File: config.mk
export PLATFORM = sky130hd
export DESIGN_NAME = note_sequencer
export DESIGN_NICKNAME = d
export VERILOG_FILES = /design/src/rtl/note_sequencer.sv
export SDC_FILE = /design/constraint.sdc
export NUM_CORES = 1
export LEC_CHECK = 0
export ABC_AREA = 1
export BUFFER_PORTS_ARGS = -buffer_cell sky130_fd_sc_hd__buf_2
export CORE_UTILIZATION = 45
export CTS_CLUSTER_SIZE = 16
export DETAILED_ROUTE_END_ITERATION = 10
export PLACE_DENSITY = 0.66
export SLEW_MARGIN = 20
export SYNTH_ARGS = -nofsm -noshare
export SYNTH_HDL_FRONTEND = slang
export SYNTH_SLANG_ARGS = --single-unit
export TNS_END_PERCENT = 1
File: constraint.sdc
create_clock -name clk_i -period 1.58 [get_ports clk_i]
set_clock_uncertainty 0.1 [all_clocks]
set_input_delay 0.237 -clock clk_i [delete_from_list [all_inputs] [get_ports clk_i]]
set_output_delay 0.237 -clock clk_i [all_outputs]
set_load 0.01 [all_outputs]
File: src/rtl/note_sequencer.sv
// Pattern-driven note sequencer: walks {rest, dur, note} entries on beat strobes,
// drives the notes-ROM index and a gate that mutes rests, articulation gaps, pause and stop.
module note_sequencer #(
   parameter int unsigned       BW      = 6,
   parameter int unsigned       SEQ_LEN = 64,
   parameter int unsigned       GAP_BW  = 24,
   parameter logic [GAP_BW-1:0] GAP_CYC = 24'd12000
) (
   input  logic          clk_i,
   input  logic          rst_i,
   input  logic          strb_i,
   input  logic          play_i,
   input  logic          restart_i,
   input  logic          loop_i,
   input  logic [9:0]    entry_i,
   output logic [BW-1:0] addr_o,
   output logic [BW-1:0] noteIndex_o,
   output logic          gate_o,
   output logic          busy_o,
   output logic          done_o
);

   typedef enum logic [2:0] {
      S_IDLE,
      S_LOAD,
      S_PLAY,
      S_GAP,
      S_DONE
   } state_t;

   localparam logic [GAP_BW-1:0] GAP_LOAD  = (GAP_CYC == '0) ? GAP_BW'(1) : GAP_CYC;
   localparam logic [BW-1:0]     LAST_ADDR = BW'(SEQ_LEN - 1);

   state_t              r_state;
   logic [BW-1:0]       r_addr;
   logic [BW-1:0]       r_note;
   logic                r_rest;
   logic [3:0]          r_dur;
   logic [GAP_BW-1:0]   r_gap;
   logic                r_gate;
   logic                r_done;

   state_t              w_state_nx;
   logic [BW-1:0]       w_addr_nx;
   logic [BW-1:0]       w_note_nx;
   logic                w_rest_nx;
   logic [3:0]          w_dur_nx;
   logic [GAP_BW-1:0]   w_gap_nx;
   logic                w_gate_nx;
   logic                w_done_nx;
   logic                w_eop;
   logic                w_end_mark;

   assign w_end_mark = entry_i[9] && (entry_i[5:0] == 6'h3F);

   always_ff @(posedge clk_i or posedge rst_i) begin
      if (rst_i) begin
         r_state <= S_IDLE;
         r_addr  <= '0;
         r_note  <= '0;
         r_rest  <= 1'b0;
         r_dur   <= '0;
         r_gap   <= '0;
         r_gate  <= 1'b0;
         r_done  <= 1'b0;
      end else begin
         r_state <= w_state_nx;
         r_addr  <= w_addr_nx;
         r_note  <= w_note_nx;
         r_rest  <= w_rest_nx;
         r_dur   <= w_dur_nx;
         r_gap   <= w_gap_nx;
         r_gate  <= w_gate_nx;
         r_done  <= w_done_nx;
      end
   end

   always_comb begin
      w_state_nx = r_state;
      w_addr_nx  = r_addr;
      w_note_nx  = r_note;
      w_rest_nx  = r_rest;
      w_dur_nx   = r_dur;
      w_gap_nx   = r_gap;
      w_gate_nx  = 1'b0;
      w_done_nx  = 1'b0;
      w_eop      = 1'b0;

      if (restart_i) begin
         w_addr_nx  = '0;
         w_dur_nx   = '0;
         w_gap_nx   = '0;
         w_state_nx = play_i ? S_LOAD : S_IDLE;
      end else begin
         case (r_state)
            S_IDLE: begin
               if (play_i) w_state_nx = S_LOAD;
            end
            S_LOAD: begin
               if (play_i) begin
                  if (w_end_mark) begin
                     // An end marker at entry 0 never loops, so an empty pattern cannot spin forever
                     if (r_addr == '0) w_state_nx = S_DONE;
                     else              w_eop      = 1'b1;
                  end else begin
                     if (!entry_i[9]) w_note_nx = BW'(entry_i[5:0]);
                     w_rest_nx  = entry_i[9];
                     w_dur_nx   = {1'b0, entry_i[8:6]} + 4'd1;
                     w_state_nx = S_PLAY;
                  end
               end
            end
            S_PLAY: begin
               if (play_i && strb_i) begin
                  w_dur_nx = r_dur - 4'd1;
                  if (r_dur == 4'd1) begin
                     w_gap_nx   = GAP_LOAD;
                     w_state_nx = S_GAP;
                  end
               end
            end
            S_GAP: begin
               if (play_i) begin
                  w_gap_nx = r_gap - GAP_BW'(1);
                  if (r_gap <= GAP_BW'(1)) begin
                     if (r_addr == LAST_ADDR) begin
                        w_eop = 1'b1;
                     end else begin
                        w_addr_nx  = r_addr + BW'(1);
                        w_state_nx = S_LOAD;
                     end
                  end
               end
            end
            S_DONE: begin
               w_state_nx = S_IDLE;
            end
            default: begin
               w_state_nx = S_IDLE;
            end
         endcase

         if (w_eop) begin
            if (loop_i) begin
               w_addr_nx  = '0;
               w_state_nx = S_LOAD;
            end else begin
               w_state_nx = S_DONE;
            end
         end
      end

      // Outputs are registered, so they are decoded from the state being entered
      if (w_state_nx == S_DONE) w_addr_nx = '0;
      w_done_nx = (w_state_nx == S_DONE);
      w_gate_nx = (w_state_nx == S_PLAY) && !w_rest_nx && play_i && !restart_i;
   end

   assign addr_o      = r_addr;
   assign noteIndex_o = r_note;
   assign gate_o      = r_gate;
   assign done_o      = r_done;
   assign busy_o      = (r_state != S_IDLE);

endmodule

==> results of run 1 <==
[metrics by stage]
| step | utilization [%] | area [um2] | power, mW | cells |
|---|---|---|---|---|
| finish | 68.6 | 4400 | 3.55 | 630 |
| global route | 68.6 | 4400 | 3.75 | 630 |
| CTS | 64.8 | 4160 | 3.40 | 623 |
| detailed placement | 60.8 | 3910 | 2.54 | 606 |
| global placement | 60.8 | 3910 | 2.51 | 606 |
| floorplan | - | 3060 | 2.05 | 422 |
[cells in the final DEF, fill, tap and decap left out, types with 4 or more instances in the layout]
| master | instances |
|---|---|
| o21ai_0 | 14 |
| nor2_2 | 18 |
| clkbuf_8 | 6 |
| inv_1 | 51 |
| nor2_4 | 11 |
| o21ai_2 | 4 |
| inv_2 | 16 |
| nand2_4 | 6 |
| nand2_1 | 83 |
| o21ai_1 | 5 |
| nand3_1 | 23 |
| a21oi_1 | 7 |
| nand3_2 | 9 |
| nand4_1 | 17 |
| dfrtp_1 | 45 |
| buf_4 | 94 |
| nor2_1 | 44 |
| nor3_1 | 9 |
| nand2_2 | 13 |
| xor2_1 | 4 |
| ha_1 | 4 |
| buf_2 | 30 |
[registers in the layout (all words and copies together) (netlist names)]
register / count
r_gap: 24
addr_o: 6
done_o: 1
gate_o: 1
r_dur: 4
noteIndex_o: 6
r_rest: 1
r_state: 3
[what timing repair did]
action | CTS | global route
endpoints found under the setup margin | 45 | 46
endpoints found under the hold margin | 11 | 0
hold buffers | 1 | 0
pin swaps | 13 | 25
buffers inserted | 7 | 7
cloned | 1 | 0
gates resized for setup | 25 | 47
[kinds of logic (layout without fill, tap and decap cells)]
| logic type | count (synthesis) | count (layout) | share of synthesized area, % |
|---|---|---|---|
| simple gates | 244 | 244 | 38.8 |
| buf+inv | 75 | 206 | 10.2 |
| fa+ha+maj | 7 | 7 | 2.89 |
| compound gates | 44 | 44 | 8.38 |
| xor+xnor | 6 | 6 | 1.73 |
| flops | 46 | 46 | 38.0 |
[critical path, delay by kind of cell (launching register included)]
family	cells	cell delay, ps
simple gates	6	660
flops	1	400
buf+inv	3	370
xor+xnor	1	170
[how the worst max path moves through the flow]
stage	start	endpoint	slack (ps)
after global routing	r_gap[12]	r_gap[23]	-340
after global placement	r_gap[0]	addr_o[4]	-150
after detailed placement	r_dur[1]	r_gap[5]	-210
final	r_gap[12]	r_gap[21]	-220
after CTS	r_gap[7]	addr_o[3]	-180
after floorplan	addr_o[0]	addr_o[4]	-80
[routing by layer]
metal  vias to the layer above  track usage (%)  share of wire, %
met3                        14             4.15               3.5
li1                       1619                -                 -
met1                      1536             29.1                43
met2                        64             44.4                52
met4                         0             6.43               1.8
met5                         -                0                 0
[synthesized netlist by cell type, drive strengths merged]
cell	count	area share (%)
o21ai	24	4.1
a31oi	4	1.0
o22ai	3	0.62
nand3	34	5.9
nor4	1	0.70
o21bai	1	0.25
nor2	74	12
nand4	17	3.5
and2	2	0.50
a211oi	1	0.25
o31ai	1	0.25
xor2	4	1.2
nor3b	2	0.82
dfrtp	46	38
nor3	11	2.0
inv	68	8.4
a21oi	9	1.6
xnor2	2	0.58
o41ai	1	0.29
nand2	102	14
clkbuf	1	0.12
ha	7	2.9
buf	6	1.7
nand3b	1	0.25
[final cells by class]
class | instances | area, um2
repair inverters | 1 | 7.51
well taps | 77 | 96.3
flip-flops and latches | 46 | 1150
clock buffers | 6 | 82.6
inverters | 68 | 258
fillers | 537 | 2020
repair buffers | 129 | 928
multi-input cells | 301 | 1870
clock inverters | 2 | 12.5
[power groups by stage]
stage	logic, mW	registers, mW	clock network (mW)
2_1_floorplan	0.622	1.42	0
3_3_place_gp	1.11	1.40	0
3_5_place_dp	1.14	1.41	0
4_1_cts	1.22	1.39	0.792
5_1_grt	1.51	1.42	0.829
6_report	1.38	1.40	0.772
==> results.ini, run 1 <==
[status]
outcome = finished, violations left
violations = setup timing

[pwr]
clkPwrFrac_pct = 21.7
p_sw_mw = 1.29
pwr-share-comb_pct = 38.8
swShare_pct = 36.3
vdd_drop_max_v = 0.000518
p_int_mw = 2.26
p_seq_share_pct = 39.5
leakagePower_nw = 2.32
power_density_nw_per_um2 = 807

[timing]
max_slew_margin_pct = 78.9
fin_crit_ps = 1800
slew_violations = 0
min_period_over_period_pct = 114
rsz0062_at_grt = true
tns_ps = -4850
whs_ps = 50.3
fmax_mhz = 556
setup-violations-final = 33
worst_slew_pin_slew_ps = 315
hold_viol_final = 0
setup_slack_ps = -218

[floorplan]
io_pins = 31
die_w_um = 84.1
dieArea_um2 = 7070
initial_utilization_pct = 47.2
rows = 29
core_area_um2 = 6420
die_h_um = 84.1

[route]
drt_iter0_drc = 154
ant_nets = 0
num_vias = 3233
firstDrtPassIters = 4
wl_um = 8400
wl_per_cell_um = 13.3
drc = 0
vias_per_cell = 5.13

[setup_path]
r2r-end = r_gap[21]
crit_slowest_cell = dfrtp_1
cp_slowest_stage_delay_ps = 400
crit_chain = buf_4 > nor2_2 > nand2_1 > nor2_2 > buf_4 > buf_4 > nand4_1 > nor3_2 > xor2_1 > nor2_1
rr_startpoint = r_gap[12]
worstSetupEndpointType = flop
reg2regPathDepth = 10
crit_top_cell = buf_4
cp.arrival_ps = 1900
path_max_fanout = 2
rrSetupSlack_ps = -220
startpoint_type = flop
critPathKind = reg2reg
required_ps = 1680

[logic_synthesis]
syn_area_um2 = 3030
syn_avg_cell_area_um2 = 7.19
yosysWarnings = 0
ys_seq_area_share_pct = 38.0
syn_nets = 445
yosysUniqueCellTypes = 39
synth-seq-cells = 46
netlist_instances = 422

[clocking]
cts_max_level = 2
clock-root-buffer = clkbuf_8
cts_inserted_buffers = 5
clk_latency_ps = 300
clock_path_buffers = 2
clock-sinks = 46
cts.clk_slew.worst_paths_ps = 90
cts_tree = built

[min_path]
worstHoldEndpoint = noteIndex_o[3]
hp-class = in2reg
hold_path_startpoint = entry_i[3]
holdPathStages = 3

[grt]
grt_util_all_layers_pct = 24.2
grt_pass1_vias = 3175
grt-ovfl-total = 0
grt_max_degree = 24
grt_first_pass_wirelength_um = 13800
antenna_found_initial = 0

[placed_design]
hpwl_um = 6090
globalplace.congestion = 0.907
portBuffers = 30
pre_cts_ws_ps = -213

[finish]
diodes = 0
area_growth_pct = 45.2
drive_above_1_share_pct = 42.5
fin_nets = 575

[flow_run]
maxCapViolations = 0

(Power assumes the default switching activity.)
==> run 2: changes to the inputs <==
--- a/config.mk
+++ b/config.mk
@@ -7,10 +7,13 @@
 export LEC_CHECK = 0
 export ABC_AREA = 1
 export BUFFER_PORTS_ARGS = -buffer_cell sky130_fd_sc_hd__buf_2
+export CORE_ASPECT_RATIO = 1.25
+export CORE_MARGIN = 1.5
 export CORE_UTILIZATION = 45
 export CTS_CLUSTER_SIZE = 16
 export DETAILED_ROUTE_END_ITERATION = 10
 export PLACE_DENSITY = 0.66
+export SKIP_CTS_REPAIR_TIMING = 1
 export SLEW_MARGIN = 20
 export SYNTH_ARGS = -nofsm -noshare
 export SYNTH_HDL_FRONTEND = slang
==> run 2 against run 1 <==
Effect of this change:
- clock power is 15% higher
- the flow still finishes with violations (setup timing)
- critical endpoint is now r_state[1]
- sequential cell count stayed put
- critical path type unchanged
- critical path depth unchanged
- non-clock buffer count decreased by 9
==> results.ini, run 2 (synthesis gave the netlist of run 1 again) <==
[floorplan]
rows = 33
die_w_um = 76.4
initial_utilization_pct = 46.5
die_h_um = 94.8
io_pins = 31
core_area_um2 = 6520
dieArea_um2 = 7240

[status]
outcome = finished, violations left
violations = setup timing

[pwr]
power_density_nw_per_um2 = 831
power_mw = 3.53
vdd_drop_max_v = 0.000515
pwr-share-comb_pct = 35.5
p_seq_share_pct = 39.5
swShare_pct = 33.8
clkPwrFrac_pct = 25.1
leakagePower_nw = 2.25
p_int_mw = 2.34
p_sw_mw = 1.20

[timing]
setup_slack_ps = -187
setup-violations-final = 35
fin_crit_ps = 1770
tns_ps = -3790
min_period_over_period_pct = 112
worst_slew_pin_slew_ps = 303
max_slew_margin_pct = 79.6
rsz0062_at_grt = true
fmax_mhz = 566
hold_viol_final = 0
slew_violations = 0

[route]
wl_met1_um = 3250
route.met2.wl_um = 4310
vias_per_cell = 4.96
drt_iter0_drc = 165
met3_length_um = 235
firstDrtPassIters = 4
drc = 0
wl_per_cell_um = 12.7
ant_nets = 0
wl_um = 7970
num_vias = 3125
routed.top_layer = met4

[finish]
fin_nets = 565
largest_reg_flops = 24
drive_above_1_share_pct = 36.6
area_growth_pct = 40.1
layout_commonest_cell = nand2_1
nFillCells = 592
post-route-util_pct = 65.1
diodes = 0
top_register = r_gap
postLayoutCellArea_um2 = 4250
layout_common_cells = 91 x nand2_1, 84 x buf_4, 52 x inv_1

[placed_design]
pre_cts_ws_ps = -292
portBuffers = 30
hpwl_um = 5980
placed_area_um2 = 3890
globalplace.congestion = 0.875

[setup_path]
cp.arrival_ps = 1860
path_max_fanout = 4
required_ps = 1680
startpoint_type = flop
worstSetupEndpointType = flop
critPathKind = reg2reg

[grt]
grt-ovfl-total = 0
grt_max_degree = 47
grt_first_pass_wirelength_um = 13500
grt_pass1_vias = 3217
grt_util_all_layers_pct = 22.9
antenna_found_initial = 0

[clocking]
cts_tree = built
cts_max_level = 2
cts.clk_slew.worst_paths_ps = 90
cts_inserted_buffers = 5
clock-root-buffer = clkbuf_8
clock_path_buffers = 2
clock-sinks = 46
clk_latency_ps = 300

[flow_run]
maxCapViolations = 0

[min_path]
hp-class = in2reg

[run 2: changes by cell type in the layout (fill, tap and decap cells not counted), moves of 3 or more]
cell / previous run / this run
nand2_1: 83 / 91
buf_4: 94 / 84
nor2_1: 44 / 48
nand2_2: 13 / 5
nand3_1: 23 / 26
nor2_2: 18 / 15
o21ai_2: 4 / 1
inv_2: 16 / 13
o21ai_1: 5 / 10
[run 2: cell type report]
type / instances / area (um2) / share of cell area (%)
flip-flops and latches: 46 / 1150 / 27.1
multi-input cells: 301 / 1740 / 41.0
clock buffers: 7 / 76.3 / 1.80
inverters: 68 / 265 / 6.24
well taps: 87 / 109 / 2.56
clock inverters: 1 / 30.0 / 0.707
repair buffers: 120 / 873 / 20.6
[run 2: power groups by stage]
stage	Sequential [mW]	Clock [mW]	Combinational, mW
global route	1.41	0.946	1.40
global placement	1.40	0	1.11
CTS	1.38	0.906	1.14
detailed placement	1.40	0	1.13
floorplan	1.42	0	0.622
finish	1.39	0.885	1.25
[run 2: worst paths after layout]
check,start,to,slack [ps],depth (start not counted)
max,r_gap[5],r_state[1],-190,10
min reg2reg,noteIndex_o[4],noteIndex_o[4],380,2
max in group asynchronous,rst_i,r_gap[11],750,4
max reg2reg,r_gap[5],r_state[1],-190,10
min in group asynchronous,rst_i,r_gap[18],420,4
min,entry_i[3],noteIndex_o[3],50,3
[run 2: layer usage]
layer	track usage, %	vias up
met5	0	-
met4	7.72	0
met3	2.80	18
met2	45.3	53
met1	25.1	1465
li1	-	1589
[run 2: metrics by stage]
stage	cells	hold WS, ps
after global routing	630	53.9
final	630	47.8
after detailed placement	614	199
after CTS	622	-127
after floorplan	422	254
after global placement	614	194
[run 2: worst max-delay path: stages (launching register included)]
cell and delay [ps]:
dfrtp_1 430, inv_1 100, nand2_1 120, nor2_1 150
nand3_2 110, nor2_4 180, buf_4 160, nand2_1 40
nand2_1 60, nand2_1 60, and2_1 160
